**config.mk**
```make
export PLATFORM = sky130hd
export DESIGN_NAME = serial_work_transmit
export DESIGN_NICKNAME = d
export VERILOG_FILES = /design/src/rtl/serial_work_transmit_pkg.sv /design/src/rtl/async_transmitter.sv /design/src/rtl/serial_work_transmit.sv
export SDC_FILE = /design/constraint.sdc
export NUM_CORES = 2
export LEC_CHECK = 0
export BUFFER_PORTS_ARGS = -buffer_cell sky130_fd_sc_hd__buf_2
export CAP_MARGIN = 30
export CELL_PAD_IN_SITES_DETAIL_PLACEMENT = 1
export CELL_PAD_IN_SITES_GLOBAL_PLACEMENT = 2
export CORE_UTILIZATION = 39
export CTS_BUF_LIST = sky130_fd_sc_hd__clkbuf_8
export DETAILED_ROUTE_END_ITERATION = 8
export GPL_TIMING_DRIVEN = 0
export PLACE_DENSITY = 0.94
export SYNTH_ARGS = -nofsm -noshare
export SYNTH_HDL_FRONTEND = slang
export SYNTH_HIERARCHICAL = 1
export SYNTH_SLANG_ARGS = --single-unit
```
**constraint.sdc**
```tcl
create_clock -name clk -period 35.4 [get_ports clk]
set_clock_uncertainty 0.1 [all_clocks]
set_input_delay 1.77 -clock clk [delete_from_list [all_inputs] [get_ports clk]]
set_output_delay 1.77 -clock clk [all_outputs]
set_load 0.005 [all_outputs]
```
**src/rtl/serial_work_transmit_pkg.sv**
```systemverilog
// Shared constants and FSM encoding for the serial work-unit link.
// The receiving end uses the same frame size so both sides agree on framing.
package serial_work_transmit_pkg;

  localparam int unsigned FRAME_BITS = 512;
  localparam int unsigned BYTES      = 64;

  typedef enum logic [2:0] {
    StIdle,
    StStart,
    StArm,
    StWait,
    StGap,
    StNext
  } tx_state_e;

endpackage

```
**src/rtl/async_transmitter.sv**
```systemverilog
// 8N1 UART transmitter: one start bit, eight data bits LSB first, one stop bit.
// TxD_busy rises the cycle after TxD_start is taken and falls after the stop bit.
module async_transmitter #(
  parameter int unsigned CLKS_PER_BIT = 16
) (
  input  logic       clk,
  input  logic       reset,
  input  logic       TxD_start,
  input  logic [7:0] TxD_data,
  output logic       TxD,
  output logic       TxD_busy
);

  localparam int unsigned BaudW = (CLKS_PER_BIT > 1) ? $clog2(CLKS_PER_BIT) : 1;
  localparam logic [BaudW-1:0] BaudLast = BaudW'(CLKS_PER_BIT - 1);

  logic             busy_q, busy_d;
  logic             tx_q, tx_d;
  logic [8:0]       sh_q, sh_d;
  logic [3:0]       bit_q, bit_d;
  logic [BaudW-1:0] baud_q, baud_d;

  always_comb begin
    busy_d = busy_q;
    tx_d   = tx_q;
    sh_d   = sh_q;
    bit_d  = bit_q;
    baud_d = baud_q;
    if (!busy_q) begin
      if (TxD_start) begin
        busy_d = 1'b1;
        sh_d   = {1'b1, TxD_data};
        tx_d   = 1'b0;
        bit_d  = 4'd0;
        baud_d = '0;
      end
    end else if (baud_q == BaudLast) begin
      baud_d = '0;
      if (bit_q == 4'd9) begin
        busy_d = 1'b0;
        tx_d   = 1'b1;
      end else begin
        // sh_q holds the remaining data bits followed by the stop bit
        tx_d  = sh_q[0];
        sh_d  = {1'b1, sh_q[8:1]};
        bit_d = bit_q + 4'd1;
      end
    end else begin
      baud_d = baud_q + BaudW'(1);
    end
  end

  always_ff @(posedge clk or posedge reset) begin
    if (reset) begin
      busy_q <= 1'b0;
      tx_q   <= 1'b1;
      sh_q   <= '0;
      bit_q  <= '0;
      baud_q <= '0;
    end else begin
      busy_q <= busy_d;
      tx_q   <= tx_d;
      sh_q   <= sh_d;
      bit_q  <= bit_d;
      baud_q <= baud_d;
    end
  end

  assign TxD      = tx_q;
  assign TxD_busy = busy_q;

endmodule

```
**src/rtl/serial_work_transmit.sv**
```systemverilog
// Sends {midstate, data2} as 64 UART bytes, most significant byte first,
// with an optional idle gap after every byte.
module serial_work_transmit
  import serial_work_transmit_pkg::*;
#(
  parameter int unsigned BYTES        = serial_work_transmit_pkg::BYTES,
  parameter int unsigned GAP_CYCLES   = 1,
  parameter int unsigned CLKS_PER_BIT = 16
) (
  input  logic         clk,
  input  logic         reset,
  input  logic         send,
  input  logic [255:0] midstate,
  input  logic [255:0] data2,
  output logic         busy,
  output logic         done,
  output logic         TxD
);

  localparam int unsigned CntW    = $clog2(BYTES + 1);
  localparam int unsigned GapW    = (GAP_CYCLES > 1) ? $clog2(GAP_CYCLES) : 1;
  localparam int unsigned GapLast = (GAP_CYCLES > 0) ? GAP_CYCLES - 1 : 0;

  tx_state_e             state_q, state_d;
  logic [FRAME_BITS-1:0] shift_q, shift_d;
  logic [CntW-1:0]       cnt_q, cnt_d;
  logic [GapW-1:0]       gap_q, gap_d;

  logic       tx_start;
  logic [7:0] tx_data;
  logic       tx_busy;

  always_comb begin
    state_d  = state_q;
    shift_d  = shift_q;
    cnt_d    = cnt_q;
    gap_d    = gap_q;
    tx_start = 1'b0;
    tx_data  = shift_q[FRAME_BITS-1 -: 8];
    done     = 1'b0;
    unique case (state_q)
      StIdle: begin
        if (send) begin
          shift_d = {midstate, data2};
          cnt_d   = '0;
          state_d = StStart;
        end
      end
      StStart: begin
        if (!tx_busy) begin
          tx_start = 1'b1;
          shift_d  = {shift_q[FRAME_BITS-9:0], 8'h00};
          cnt_d    = cnt_q + CntW'(1);
          state_d  = StArm;
        end
      end
      // Transmitter raises TxD_busy one cycle after the start strobe.
      StArm: state_d = StWait;
      StWait: begin
        if (!tx_busy) begin
          gap_d   = '0;
          state_d = (GAP_CYCLES == 0) ? StNext : StGap;
        end
      end
      StGap: begin
        if (gap_q == GapW'(GapLast)) begin
          state_d = StNext;
        end else begin
          gap_d = gap_q + GapW'(1);
        end
      end
      StNext: begin
        if (cnt_q == CntW'(BYTES)) begin
          done    = 1'b1;
          state_d = StIdle;
        end else begin
          state_d = StStart;
        end
      end
      default: state_d = StIdle;
    endcase
  end

  always_ff @(posedge clk or posedge reset) begin
    if (reset) begin
      state_q <= StIdle;
      shift_q <= '0;
      cnt_q   <= '0;
      gap_q   <= '0;
    end else begin
      state_q <= state_d;
      shift_q <= shift_d;
      cnt_q   <= cnt_d;
      gap_q   <= gap_d;
    end
  end

  assign busy = (state_q != StIdle);

  async_transmitter #(
    .CLKS_PER_BIT(CLKS_PER_BIT)
  ) u_tx (
    .clk      (clk),
    .reset    (reset),
    .TxD_start(tx_start),
    .TxD_data (tx_data),
    .TxD      (TxD),
    .TxD_busy (tx_busy)
  );

endmodule

```
; ---- Word level (Yosys, flattened, before mapping)
; Cells that the tools add are included.
[totals]
reg_bits = 542
inputBits = 515
output_inout_bits = 3
wordCells = 74
[classes]
n_addsub = 4
n_eq_ne = 14
muxes = 37
reduce_logical = 10
[op_table]
columns = op, n
row1 = $mux W512, 2
row2 = $pmux W512 S2, 1
row3 = $mux W9, 4
row4 = $mux W4, 6
row5 = $pmux W3 S6, 1
row6 = $mux W1, 15
row7 = $mux W7, 2
row8 = $pmux W7 S2, 1
row9 = $mux W3, 4
row10 = $ne A2 B2 Y1 const B, 6
row11 = $add A4 B1 Y4 const B, 2
row12 = $eq A4 B4 Y1 const B, 2
row13 = $add A7 B1 Y7 const B, 1
row14 = $eq A7 B7 Y1 const B, 1
row15 = $eq A3 B2 Y1 const B, 2
row16 = $eq A3 B3 Y1 const B, 2
row17 = $reduce_and A3 Y1, 2
row18 = $reduce_bool A2 Y1, 3
row19 = $reduce_and A2 Y1, 2
row20 = $reduce_and A4 Y1, 1
row21 = $eq A3 B1 Y1 const B, 1
row22 = $logic_not A3 Y1, 1
row23 = $reduce_bool A3 Y1, 1
row24 = $pmux W1 S2, 1
row25 = $add A1 B1 Y1 const B, 1

; ---- Logic depth before layout (Yosys ltp)
[depth]
word_depth = 4
mapped_depth = 11

; ---- Cells and area by module
; Netlist, hierarchy kept.
[modules_own_cells]
columns = module, instances, cells_per_inst, area_each_um2, seq_area_each_um2
row1 = serial_work_transmit, 1, 1769, 23452.5, 13062.5
row2 = async_transmitter, 1, 78, 968.4, 476.7

; ---- Least setup slack after synthesis
; OpenSTA, ideal clock, no wires.
[synth_timing]
path_kind = input-to-reg
start = input port send
end = register shift_q[148]
arrival_ns = 3.024
t_required_ns = 35.177
setup_slack_ns = 32.153
cell_stages = 6
n_path_buf = 3
cell_sequence = or4b_1 buf_2 buf_2 clkbuf_1 or2_2 o221a_2
[synth_via]
elab_chain_cells = 2
[synth_rtl]
columns = item, line_no
row1 = start: declaration, serial_work_transmit.sv:12  ; input logic send,
row2 = $ne A2 B2 Y1 (no source line), --
row3 = $reduce_and A3 Y1 (no source line), --
row4 = end signal: assignment, serial_work_transmit.sv:92  ; shift_q <= shift_d;
row5 = end: declaration, serial_work_transmit.sv:25  ; logic [FRAME_BITS-1:0] shift_q, shift_d;
; Every way passes these cells.
; A chain may end at the register's enable or synchronous reset.

; ---- Worst setup path after layout
[layout_timing]
start = register state_q[0]
end = output port done
[layout_via]
elab_chain_cells = 2
[layout_rtl]
columns = item, line_no
row1 = start: declaration, serial_work_transmit.sv:24  ; tx_state_e state_q, state_d;
row2 = start signal: assignment, serial_work_transmit.sv:86  ; state_q <= StIdle;
row3 = start signal: assignment, serial_work_transmit.sv:91  ; state_q <= state_d;
row4 = $eq A3 B3 Y1, serial_work_transmit.sv:41  ; unique case (state_q)
row5 = $mux W1, serial_work_transmit.sv:41
row6 = end: declaration, serial_work_transmit.sv:16  ; output logic done,
; Every way passes these cells.

==> flow_metrics.env <==
export IMPL_outcome="finished, final reports clean"
export IMPL_vias=19000
export IMPL_antenna_found_initial=44
export IMPL_p_int_mw=1.66
export IMPL_maxCapViolations=0
export IMPL_grt_max_degree=133
export IMPL_synth_top_area_share_pct=55.3
export IMPL_hold_class="flip-flop to flip-flop"
export IMPL_synth_top_cell_by_area="dfrtp_1"
export IMPL_setup_viol=0
export IMPL_netSwitchingPower_mw=0.839
export IMPL_fill_cells=6541
export IMPL_drt_pass1_iterations=5
export IMPL_async_flop_share_pct=100
export IMPL_yosysUniqueCellTypes=47
export IMPL_drive_above_1_share_pct=51.6
export IMPL_arrival_ns=2.03
export IMPL_die_area_um2=63600
export IMPL_clock_power_share_pct=23.4
export IMPL_p_comb_share_pct=30.3
export IMPL_drt_iter0_drc=1205
export IMPL_power_frac_seq_pct=46.3
export IMPL_cts_reportedPaths_clkPinSlew_ns=0.07
export IMPL_place_hpwl_um=59500
export IMPL_syn_avg_cell_area_um2=13.2
export IMPL_worst_slew_pin_slew_ns=0.786
export IMPL_place_congestion=0.898
export IMPL_total_power_mw=2.50
export IMPL_place_area_um2=28200
export IMPL_syn_to_final_growth_pct=23.4
export IMPL_cts_repair_resized=0
export IMPL_hold_ws_ns=0.401
export IMPL_layout_area_seq_um2=13500
export IMPL_multi_input_area_um2=9700
export IMPL_rows=91
export IMPL_hold_violations=0
export IMPL_synth_seq_cells=541
export IMPL_path_cells="clkbuf_1, nor3b_1, nand4_1, nor2_1, buf_2"
export IMPL_synth_edf_count=0
export IMPL_holdBufCountCts=0
export IMPL_avgRoutedWirePerCell_um=23.8
export IMPL_ir_drop_v=0.0000354
export IMPL_initial_core_util_pct=39.5
export IMPL_clock_path_buffers=3
export IMPL_grt_pass1_vias=20700
export IMPL_post_route_util_pct=48.7
export IMPL_cts_htree_levels=3
export IMPL_finalNetCount=2983
export IMPL_synth_nets=2367
export IMPL_syn_inst=1847
export IMPL_port_buffers=517
export IMPL_stdcell_area_um2=30100
export IMPL_cp_slowest_cell="dfrtp_1"
export IMPL_grt_overflow=0
export IMPL_die_width_um=252
export IMPL_via_per_inst=5.58
export IMPL_max_slew_margin_pct=47.4
export IMPL_globalRouteTotalUtil_pct=25.3
export IMPL_end_kind="primary output"
export IMPL_critical_path_required_ns=33.53
export IMPL_path_max_fanout=10
export IMPL_numClockSinks=541
export IMPL_cts_tree="built"
export IMPL_ys_seq_area_share_pct=55.4
export IMPL_route_detailed_drc=0
export IMPL_cts_root_buf="clkbuf_8"
export IMPL_crit_type="flip-flop to primary output"
export IMPL_slowest_delay_ns=0.34
export IMPL_numCtsBuffers=93
export IMPL_routed_wl_um=80800
export IMPL_ys_warn_count=6
export IMPL_drv_slew=0
export IMPL_grt_pass1_wl_um=124000
export IMPL_synth_top_cells_by_area="dfrtp_1 55%, o221a_1 21%, or2_2 12%"
export IMPL_finalCriticalPeriod_ns=3.90
export IMPL_die_h_um=252
export IMPL_ys_flop_type="dfrtp_1"
export IMPL_insertion_delay_ns=0.69
export IMPL_p_leak_nw=12.2
export IMPL_core_um2=61800
export IMPL_p_per_area_nw_per_um2=82.9
export IMPL_max_freq_mhz=256
export IMPL_rsz0062_at_grt="no"
export IMPL_finalSetupTns_ns=0
export IMPL_post_cts_buffers=0
export IMPL_critPathLaunchType="flip-flop"
export IMPL_io_pins=518
export IMPL_p_sw_share_pct=33.6
export IMPL_fin_crit_sh_pct=11.0
export IMPL_ant_nets=0
export IMPL_synthesis_area_um2=24400
-- through the flow --
step | std cells | setup WS (ns)
after global placement | 3201 | 13.90
after global routing | 3386 | 31.31
final | 3396 | 31.50
after floorplan | 1847 | 18.95
after detailed placement | 3205 | 31.54
after CTS | 3372 | 31.44
-- Yosys cell counts (2+ instances only) --
library cell  count
nand3_1           4
dfrtp_1         540
o221a_2          56
o211ai_1          2
nand2b_1          9
o221a_1         449
inv_1            12
or4bb_1           2
a22o_1            9
a21oi_1           4
ha_1              5
nand2_1          11
mux2i_1           6
a2111oi_0         2
a31oi_1           2
a211oi_1          3
or2_1            45
buf_6            53
nor2_1            5
buf_2            62
xor2_1            2
or2_2           461
mux2_2           17
buf_1             3
clkbuf_1         56
o21ai_0           6
-- worst paths after layout --
check / slack [ns] / depth (start not counted) / end / start
min in group asynchronous: 1.02 / 2 / shift_q[499] / reset
hold reg to reg: 0.40 / 1 / u_tx/sh_q[8] / u_tx/sh_q[8]
setup reg to reg: 32.41 / 11 / u_tx/sh_q[3] / state_q[1]
hold / removal: 0.40 / 1 / u_tx/sh_q[8] / u_tx/sh_q[8]
max in group asynchronous: 32.53 / 4 / shift_q[243] / reset
setup / recovery: 31.50 / 5 / done / state_q[0]
-- cells by family (layout without fill, tap and decap cells) --
family,Yosys count,count (layout),synth area share (%)
and+or+nand+nor,548,548,14.0
DFF,541,541,55.4
AOI/OAI and AO/OA,540,540,24.3
buffers and inverters,187,875,4.84
muxes,23,23,1.03
adders and majority gates,5,5,0.256
xor gates and xnor gates,3,3,0.108
other,0,24,0
-- metal layers --
metal,track usage (%),vias to the layer above,share of wire [%]
met2,41.2,589,49
li1,-,8376,-
met3,6.68,184,5.8
met4,8.92,46,2.8
met1,32.5,9755,42
met5,0,-,0.37
-- power by group through the flow --
| stage | Combinational, mW | Sequential [mW] | Clock [mW] |
|---|---|---|---|
| floorplan | 0.580 | 1.05 | 0 |
| global placement | 0.710 | 1.14 | 0 |
| detailed placement | 0.753 | 1.15 | 0 |
| CTS | 0.763 | 1.15 | 0.596 |
| global route | 0.833 | 1.18 | 0.624 |
| finish | 0.758 | 1.16 | 0.584 |
-- placed cells by master, fill, tap and decap left out, drive strengths merged, types with 2 or more instances in the layout --
cell      count
a22o          9
o21ai         7
nand2        11
or4bb         2
inv          52
buf         640
nand2b       10
a211oi        3
clkinvlp      3
bufinv        3
clkinv        9
dfrtp       540
diode        24
nand3         4
nand4         2
a31oi         2
mux2i         6
o221a       505
nor2          5
and3b         2
a21oi         4
a2111oi       2
ha            5
or2         506
o211ai        2
clkbuf      168
xor2          2
mux2         17
-- state kept, by name, summed over array words and instances (netlist names) --
name / count
u_tx/TxD_busy: 1
u_tx/baud_q: 4
u_tx/bit_q: 4
state_q: 3
u_tx/TxD: 1
shift_q: 512
cnt_q: 7
u_tx/sh_q: 9
-- worst max-delay path, delay by kind of cell (launching register included) --
kind / cells / cell delay, ns
flip-flops: 1 / 0.34
AND/OR/NAND/NOR: 3 / 0.54
buffers and inverters: 2 / 0.45
-- final cells by class --
class                      instances  share of cell area (%)
clock inverter                    55                    1.19
clock buffer                     112                    5.12
sequential                       541                    44.9
buffer                           175                    3.77
multi-input combinational       1119                    32.2
inverter                          12                   0.174
tap                              837                    3.48
timing repair buffer             521                    8.95
antenna                           24                   0.199
(Power assumes the default switching activity.)
